### src/rtl/wb_req_master.sv
// Queued Wishbone request master: requests enter a small FIFO and are issued one at a time.
// Define WB_TIMEOUT_EN to add an ack watchdog that ends stalled bus cycles with rsp_err set.
module wb_req_master #(
   parameter int dw      = 32,
   parameter int AW      = 26,
   parameter int DEPTH   = 4,
   parameter int TIMEOUT = 255
) (
   input  logic                 sys_clk,
   input  logic                 RESET,
   input  logic                 req_valid,
   output logic                 req_ready,
   input  logic                 req_we,
   input  logic [AW-1:0]        req_addr,
   input  logic [dw-1:0]        req_dat,
   input  logic [dw/8-1:0]      req_sel,
   output logic                 rsp_valid,
   input  logic                 rsp_ready,
   output logic [dw-1:0]        rsp_dat,
   output logic                 rsp_err,
   output logic                 wb_stb_o,
   output logic                 wb_cyc_o,
   output logic                 wb_we_o,
   output logic [AW-1:0]        wb_addr_o,
   output logic [dw-1:0]        wb_dat_o,
   output logic [dw/8-1:0]      wb_sel_o,
   output logic [2:0]           wb_cti_o,
   input  logic [dw-1:0]        wb_dat_i,
   input  logic                 wb_ack_i,
   output logic                 busy
);

   localparam int SW = dw / 8;
   localparam int PW = $clog2(DEPTH);
   localparam int CW = PW + 1;
   localparam int EW = 1 + AW + dw + SW;

   typedef enum logic [1:0] {
      IDLE = 2'd0,
      BUS  = 2'd1,
      RSP  = 2'd2
   } state_t;

   logic [EW-1:0] mem_r [DEPTH];
   logic [PW-1:0] wr_ptr_r;
   logic [PW-1:0] rd_ptr_r;
   logic [CW-1:0] count_r;
   state_t        state_r;
   logic          push_s;
   logic          pop_s;
   logic [EW-1:0] head_s;

`ifdef WB_TIMEOUT_EN
   localparam logic [7:0] TMO_LAST = 8'(TIMEOUT - 1);
   logic [7:0] tmo_cnt_r;
`else
   assign rsp_err = 1'b0;
`endif

   assign req_ready = (count_r < CW'(DEPTH));
   assign push_s    = req_valid && req_ready;
   assign pop_s     = (state_r == IDLE) && (count_r != {CW{1'b0}});
   assign head_s    = mem_r[rd_ptr_r];
   assign busy      = (count_r != {CW{1'b0}}) || (state_r != IDLE);
   assign wb_cti_o  = 3'b000;

   // FIFO storage; contents need no reset because count_r gates every read
   always_ff @(posedge sys_clk) begin
      if (push_s) begin
         mem_r[wr_ptr_r] <= {req_we, req_addr, req_dat, req_sel};
      end
   end

   // FIFO pointers and occupancy
   always_ff @(posedge sys_clk or posedge RESET) begin
      if (RESET) begin
         wr_ptr_r <= {PW{1'b0}};
         rd_ptr_r <= {PW{1'b0}};
         count_r  <= {CW{1'b0}};
      end else begin
         if (push_s) begin
            wr_ptr_r <= wr_ptr_r + PW'(1);
         end
         if (pop_s) begin
            rd_ptr_r <= rd_ptr_r + PW'(1);
         end
         case ({push_s, pop_s})
            2'b10:   count_r <= count_r + CW'(1);
            2'b01:   count_r <= count_r - CW'(1);
            default: count_r <= count_r;
         endcase
      end
   end

   // Transaction FSM with registered bus and response outputs
   always_ff @(posedge sys_clk or posedge RESET) begin
      if (RESET) begin
         state_r   <= IDLE;
         wb_stb_o  <= 1'b0;
         wb_cyc_o  <= 1'b0;
         wb_we_o   <= 1'b0;
         wb_addr_o <= {AW{1'b0}};
         wb_dat_o  <= {dw{1'b0}};
         wb_sel_o  <= {SW{1'b0}};
         rsp_valid <= 1'b0;
         rsp_dat   <= {dw{1'b0}};
`ifdef WB_TIMEOUT_EN
         rsp_err   <= 1'b0;
         tmo_cnt_r <= 8'd0;
`endif
      end else begin
         case (state_r)
            IDLE: begin
               // also terminates the one-cycle write-timeout pulse
               rsp_valid <= 1'b0;
`ifdef WB_TIMEOUT_EN
               rsp_err   <= 1'b0;
`endif
               if (pop_s) begin
                  {wb_we_o, wb_addr_o, wb_dat_o, wb_sel_o} <= head_s;
                  wb_stb_o <= 1'b1;
                  wb_cyc_o <= 1'b1;
`ifdef WB_TIMEOUT_EN
                  tmo_cnt_r <= 8'd0;
`endif
                  state_r  <= BUS;
               end
            end
            BUS: begin
               if (wb_ack_i) begin
                  wb_stb_o <= 1'b0;
                  wb_cyc_o <= 1'b0;
                  wb_we_o  <= 1'b0;
                  wb_sel_o <= {SW{1'b0}};
                  if (wb_we_o) begin
                     state_r <= IDLE;
                  end else begin
                     rsp_dat   <= wb_dat_i;
                     rsp_valid <= 1'b1;
`ifdef WB_TIMEOUT_EN
                     rsp_err   <= 1'b0;
`endif
                     state_r   <= RSP;
                  end
               end
`ifdef WB_TIMEOUT_EN
               else if (tmo_cnt_r == TMO_LAST) begin
                  // a timed-out write reports through a single-cycle pulse from IDLE
                  wb_stb_o  <= 1'b0;
                  wb_cyc_o  <= 1'b0;
                  wb_we_o   <= 1'b0;
                  wb_sel_o  <= {SW{1'b0}};
                  rsp_dat   <= {dw{1'b0}};
                  rsp_err   <= 1'b1;
                  rsp_valid <= 1'b1;
                  state_r   <= wb_we_o ? IDLE : RSP;
               end else begin
                  tmo_cnt_r <= tmo_cnt_r + 8'd1;
               end
`endif
            end
            RSP: begin
               if (rsp_ready) begin
                  rsp_valid <= 1'b0;
                  state_r   <= IDLE;
               end
            end
            default: begin
               state_r <= IDLE;
            end
         endcase
      end
   end

endmodule
### config.mk
export PLATFORM = sky130hd
export DESIGN_NAME = wb_req_master
export DESIGN_NICKNAME = d
export VERILOG_FILES = /design/src/rtl/wb_req_master.sv
export SDC_FILE = /design/constraint.sdc
export NUM_CORES = 1
export LEC_CHECK = 0
export ABC_AREA = 1
export CAP_MARGIN = 20
export CORE_ASPECT_RATIO = 1.2
export CORE_UTILIZATION = 59
export DETAILED_ROUTE_END_ITERATION = 10
export PLACE_DENSITY = 0.85
export SETUP_SLACK_MARGIN = 0.02
export SYNTH_ARGS = -nofsm -noshare
export SYNTH_HDL_FRONTEND = slang
export SYNTH_SLANG_ARGS = --single-unit
### constraint.sdc
create_clock -name sys_clk -period 10.9 [get_ports sys_clk]
set_clock_uncertainty 0.2 [all_clocks]
set_input_delay 2.725 -clock sys_clk [delete_from_list [all_inputs] [get_ports sys_clk]]
set_output_delay 2.725 -clock sys_clk [all_outputs]
set_load 0.05 [all_outputs]
# [After elaboration in Yosys (flattened, before gate mapping)]
# Memory sizes are Yosys's and may differ from the RTL's.
# Cells that the tools add are included.
[op_classes] addsub=4 magnitude_cmp=1 n_eq_ne=8 mux=20 n_bitwise=1 reduce_logical=14
[ops] cell="$reduce_and 3->1" count=3
[ops] cell="$mux 1" count=8
[ops] cell="$mux 2" count=4
[ops] cell="$mux 4" count=2
[ops] cell="$ne 2x2->1 const B" count=4
[ops] cell="$pmux 4 s2" count=1
[ops] cell="$pmux 2 s3" count=1
[ops] cell="$pmux 3 s2" count=1
[ops] cell="$reduce_bool 2->1" count=3
[ops] cell="$reduce_bool 3->1" count=2
[ops] cell="$add 2x1->2 const B" count=2
[ops] cell="$eq 2x1->1 const B" count=2
[ops] cell="$eq 2x2->1 const B" count=2
[ops] cell="$pmux 1 s2" count=2
[ops] cell="$reduce_and 4->1" count=1
[ops] cell="$add 3x1->3 const B" count=1
[ops] cell="$lt 3x3->1 const B" count=1
[ops] cell="$pmux 1 s3" count=1
[ops] cell="$sub 3x1->3 const B" count=1
[ops] cell="$logic_and 1x1->1" count=2
[ops] cell="$logic_not 2->1" count=1
[ops] cell="$reduce_and 2->1" count=1
[ops] cell="$logic_or 1x1->1" count=1
[ops] cell="$not 1->1" count=1
[totals] reg_bits=106 ram_bits=252 input_bits=100 output_inout_bits=104 mem_count=1
[mem_list] name="mem_r" depth=4 word_bits=63 rd=1 rd_clocked_by_memory_dff=0 wr=1 line="44" text="logic [EW-1:0] mem_r [DEPTH];"

# [Longest topological paths before layout]
[depth] ltp_word=4 ltp_mapped=13 ltp_nobuf=11

# [Worst setup path before layout]
# Ideal clock, no wire load.
[synth_path] kind="input -> register" start="input req_valid" end="memory mem_r[0][0] (netlist name) (enable)" arrival_time_ns=5.571 path_slack_ns=4.645 cell_stages=2 cell_sequence="nand2_1 nor2_1"
[synth_via] elab_chain_cells=3
[synth_lines] item="start, declared" line="11" text="input logic req_valid,"
[synth_lines] item="$logic_and 1x1->1" line="61" text="assign push_s = req_valid && req_ready;"
[synth_lines] item="$mux 1" line="69" text="if (push_s) begin"
[synth_lines] item="$mux 1 (not written as such)" line="70" text="mem_r[wr_ptr_r] <= {req_we, req_addr, req_dat, req_sel};"
[synth_lines] item="end, declared" line="44"
# Every way passes these cells.

# [Final worst setup path]
[layout_path] start="input req_valid" end="memory mem_r[0][22] (netlist name) (enable)"
# The elaborated chain is that of the path after synthesis.

==> results.ini <==
[outcome]
status=complete, no violations

[clocking]
hold_buffers=0
cts-resized-gates=0
numClockSinks=358
clk_pin_slew_worst_paths_ns=0.06
postCtsSetupRepairBufs=0
numCtsBuffers=34
clk_path_buf_depth=3
htree_levels=2
cts-root-buf=clkbuf_16
clock_latency_ns=0.51
cts_tree=built

[synth]
synthMuxAreaShare_pct=0
synth_simple_gate_area_share_pct=20.0
synthAdderAreaFrac_pct=0.573
synth_largest_area_cell=edfxtp_1
netlist_instances=1379
synth-seq-area-share_pct=70.9
synth_top_area_share_pct=52.5
syn_area_per_cell_um2=10.5
synth_xor_xnor_area_share_pct=0.243
synth_warnings=0
synth_compound_area_share_pct=1.30
synth_seq_cells=358
synth_top_family_by_area=simple AND/OR/NAND/NOR gates
synthesis.area_um2=14400
synthDistinctLibCells=25
synthTopCellsByArea=edfxtp_1 (52%), dfrtp_1 (18%), nand2_1 (17%), inv_1 (4.3%), nand3_1 (2.7%)

[timing]
tns_ns=0
layout_min_cycle_time_ns=4.94
slew_headroom_pct=32.4
max_clock_freq_mhz=202
timing.hold.ws_ns=0.269
maxSlewViolCount=0
tightest_slew_ns=1.01
finalSetupViolCount=0
hold_viol=0
period_share_pct=45.3
rsz0062_at_grt=no

[final_layout]
mostFrequentLayoutCells=nand2_1 (651), edfxtp_1 (252), clkdlybuf4s50_1 (199)
multi_input_area_um2=3240
drive_above_1_share_pct=4.72
synthToLayoutAreaGrowth_pct=23.0
fin_area_um2=17700
layout.nets=1669
n_fill_cell=1531
seq_area_um2=10200
final_common_cell=nand2_1

[global_routing]
grt_pass1_wl_um=48100
grt_pass1_vias=9959
antenna_found_initial=2
grt_overflow_total=0
grt_use_total_pct=25.3
grt_max_degree=94

[floorplan]
initial_core_util_pct=60.2
top_level_ports=204
rows=62
core_area_um2=24000
die_area_um2=25100
die_x_um=145
dieHeight_um=173

[worst_setup_path]
cp_slowest_cell=nor2_4
crit_chain=clkdlybuf4s50_1 -> nand2_1 -> nor2_4 -> buf_4
r2r_start=count_r[2]
endpoint_kind=register
reg2regPathDepth=4
worst_path_largest_cell_delay_ns=0.78
path_class=input port to register
r2r-end=mem_r[0][22]
critPathCapture=mem_r[0][22]
cp-startpoint=req_valid
reg2reg_setup_slack_ns=8.13
cp_max_fo=37
crit_required_ns=10.84
worst-endpoint-arrival_ns=4.89
cp-start-kind=input port

[placement]
placed_area_um2=16600
port-buffer-count=199
gp_congestion=0.720
hpwl_um=18100

[drt]
drtAntennaViolNets=0
via_count=9833
first_pass_iters=6
wl_um=31100
wl_met1_um=11500
avgViaCountPerCell=5.15
wl_met3_um=2060
drc_errors=0
drtIter0Drc=781
top_layer=met4
routedWlPerCell_um=16.3
met2_length_um=16500

[worst_hold_path]
hp-class=register to register

[power]
irDropWorstVdd_mv=0.189
leakage_uw=0.00797
power_density_nw_per_um2=305
power_uw=5400

[job]
cap_violations=0

## stage by stage
stage	setup WS (ns)	utilization, %	instances
floorplan	4.64	-	1382
global placement	5.42	69.1	1846
detailed placement	5.40	69.1	1846
CTS	5.92	73.9	1908
global route	5.84	74.0	1911
finish	5.96	74.0	1911
## layout make-up
class	count	share of cell area (%)
diodes	2	0.0282
clock buffers	52	5.73
clock inverters	10	0.677
inverters	166	3.54
multi-input cells	792	18.3
flip-flops and latches	358	57.7
well taps	320	2.26
repair buffers	211	11.8
## synthesized netlist by cell type, drive strengths merged
library cell,number
clkbuf,6
nor3,1
o31ai,1
conb,1
nand3b,1
dfrtp,106
edfxtp,252
xor2,3
fa,1
inv,166
o21ai,34
nand2,652
nor2,9
buf,60
ha,5
nand3,78
a21oi,2
xnor2,1
## power breakdown
| group | leakage, µW | total (µW) | switching, µW | internal (µW) |
|---|---|---|---|---|
| clock | 0.000551 | 1180 | 485 | 698 |
| combinational | 0.00381 | 2260 | 1600 | 658 |
| sequential | 0.00361 | 1960 | 154 | 1800 |
## kinds of logic after synthesis
group / Yosys count
adders and majority gates: 6
and+or+nand+nor: 741
other: 1
buffers and inverters: 232
DFF: 358
xor gates and xnor gates: 4
AOI/OAI and AO/OA: 37
## how the worst min path moves through the flow
stage | start | to | slack [ns] | cells past startpoint
after detailed placement | wb_sel_o[0] | wb_sel_o[0] | 0.26 | 2
final | wb_sel_o[0] | wb_sel_o[0] | 0.27 | 2
after global placement | wb_sel_o[1] | wb_sel_o[1] | 0.25 | 2
after floorplan | count_r[1] | count_r[1] | 0.25 | 2
after CTS | wb_sel_o[0] | wb_sel_o[0] | 0.27 | 2
after global routing | wb_sel_o[0] | wb_sel_o[0] | 0.30 | 2
## metal layers
| metal | track usage [%] | up-vias |
|---|---|---|
| met3 | 4.78 | 67 |
| met4 | 11.2 | 0 |
| met5 | 0 | - |
| met2 | 45.8 | 365 |
| li1 | - | 4694 |
| met1 | 28.4 | 4707 |
## flip-flops by register name, summed over array words and instances, names as in the netlist
signal,flops
rsp_dat,32
wb_dat_o,32
wb_we_o,1
mem_r,252
wb_addr_o,26
count_r,3
wr_ptr_r,2
state_r,2
wb_cyc_o,1
rsp_valid,1
rd_ptr_r,2
wb_sel_o,4
## worst max-delay path, delay by kind of cell
| kind | cells | cell delay [ns] |
|---|---|---|
| AND/OR/NAND/NOR | 2 | 1.08 |
| buffers and inverters | 2 | 1.05 |
Note: power is estimated with default switching activity, not from simulation.
==> patch (same settings) <==
Change the parameter `AW` from 26 to 52.
--- a/src/rtl/wb_req_master.sv
+++ b/src/rtl/wb_req_master.sv
@@ -2,7 +2,7 @@
 // Define WB_TIMEOUT_EN to add an ack watchdog that ends stalled bus cycles with rsp_err set.
 module wb_req_master #(
    parameter int dw      = 32,
-   parameter int AW      = 26,
+   parameter int AW      = 52,
    parameter int DEPTH   = 4,
    parameter int TIMEOUT = 255
 ) (
Interface: changed (resized req_addr and wb_addr_o); port bits go from 204 to 256. No check against the original RTL was run, so the function may have changed too.
==> patch against the unedited design <==
Design area grew 35%; area after synthesis grew 36%; largest cell class unchanged; critical path type unchanged; first-iteration DRC count grew 41%; sequential cell count grew 130; routed wire length grew 40%; power grew 35%; worst setup slack lost 0.32 ns.
==> patch: results (changes against the unedited design) <==
Synthesis
  • Leading cell types by total area after synthesis: sky130_fd_sc_hd__edfxtp_1 (55%), sky130_fd_sc_hd__nand2_1 (17%), sky130_fd_sc_hd__dfrtp_1 (17%)
  • Cells after Synth: 1869 (+36%)
  • Top post-synthesis cells by count: sky130_fd_sc_hd__nand2_1 (911), sky130_fd_sc_hd__edfxtp_1 (356), sky130_fd_sc_hd__inv_1 (215), sky130_fd_sc_hd__dfrtp_1 (132), sky130_fd_sc_hd__nand3_1 (104)
  • Xor-xnor portion of the synthesized cell area: 0.001788 (-0.0006410)
  • Post-synthesis share of cell area spent on full adders, half adders and majority gates: 0.004215 (-0.001511)
  • Cell variety after synth: 26 (+4.0%)
  • Share of synthesized area occupied by flip-flops and latches: 0.7142 (+0.005625)
  • Async SR Flop Fraction: 0.2705 (-0.02560)
  • Synthesized-area fraction occupied by ao, oa, aoi and oai cells: 0.009579 (-0.003434)
  • Number of enable flip-flop cells after synthesis: 356 (+41%)

Outcome
  • Run status: complete, no violations

Min path
  • Critical hold path startpoint: wb_addr_o[19]
  • End point of the most critical hold path: wb_addr_o[19]

GRT
  • Antenna violations before repair: 6 (+4)
  • Overall track demand over capacity in global routing: 0.2596 (+0.006906)
  • First-pass GRT wire length: 67950 um (+41%)
  • Number of global-route vias before repair: 13750 (+38%)

Clocking
  • TritonCTS buffer count: 44 (+29%)
  • Clock insertion delay at the later pin of the skew report: 0.54 ns (+0.03 ns)

Layout
  • Share of post-route cells with drive strength above 1: 0.04460 (-0.002599)
  • Non-filler instance count after layout: 2542 (+33%)
  • Filler cell count in the final layout: 1994 (+30%)

Pwr
  • Peak supply drop: 0.2407 mV (+28%)
  • Leakage power: 10.71 nW (+34%)

Critical path
  • Reg2Reg Depth: 8 (+4)
  • Crit path to: mem_r[2][50]
  • Signal arrival time at the worst endpoint: 5.23 ns (+0.34 ns)
  • Crit-path leading delay family: buffers and inverters
  • Biggest fanout along the worst timing path: 67 (+81%)
  • Max incr delay on CP: 0.92 ns (+0.14 ns)
  • Capturing point of the worst reg2reg path: wb_addr_o[27]

STA
  • Worst slew pin tran: 1.074 ns (+0.05918 ns)

Place
  • Placement Cell Area: 22280 um2 (+34%)
  • HPWL Detailed: 24830 um (+37%)
  • Worst slack after detailed placement: 5.033 ns (-0.3672 ns)

Routing
  • Metal2 WL: 22920 um (+39%)
  • First-pass DRT Iterations: 5 (-1)
  • Final routed wirelength across all metal layers: 43600 um (+40%)
  • Met3 wire length: 2966 um (+44%)
## patch: changes by cell type in the layout (fill, tap and decap cells not counted), sizes merged, moves of 10 or more
| cell | delta |
|---|---|
| clkdlybuf4s50 | +52 |
| clkinv | +10 |
| dfrtp | +26 |
| nand3 | +26 |
| inv | +48 |
| nand2 | +260 |
| clkbuf | +11 |
| edfxtp | +104 |
## patch: area by class of cell
cell class,count,area [um2],area share
Sequential cell,488,14000,0.5860
Multi-Input combinational cell,1078,4355,0.1823
Timing Repair Buffer,264,2670,0.1118
Clock buffer,63,1274,0.05332
Inverter,218,830.8,0.03478
Tap cell,407,509.2,0.02132
Clock inverter,19,237.7,0.009951
Antenna cell,5,12.51,0.0005237
## patch: where the power goes
part           internal, W  total (W)  switching [W]
combinational     0.000881    0.00300        0.00212
clock             0.000936    0.00159       0.000651
sequential         0.00245    0.00268       0.000231
## patch: routing by layer
layer  track usage  vias to the layer above
li1              -                     6323
met1        0.3056                     6440
met2        0.4647                      605
met3       0.03698                       94
met4        0.1282                        0
met5             0                        -
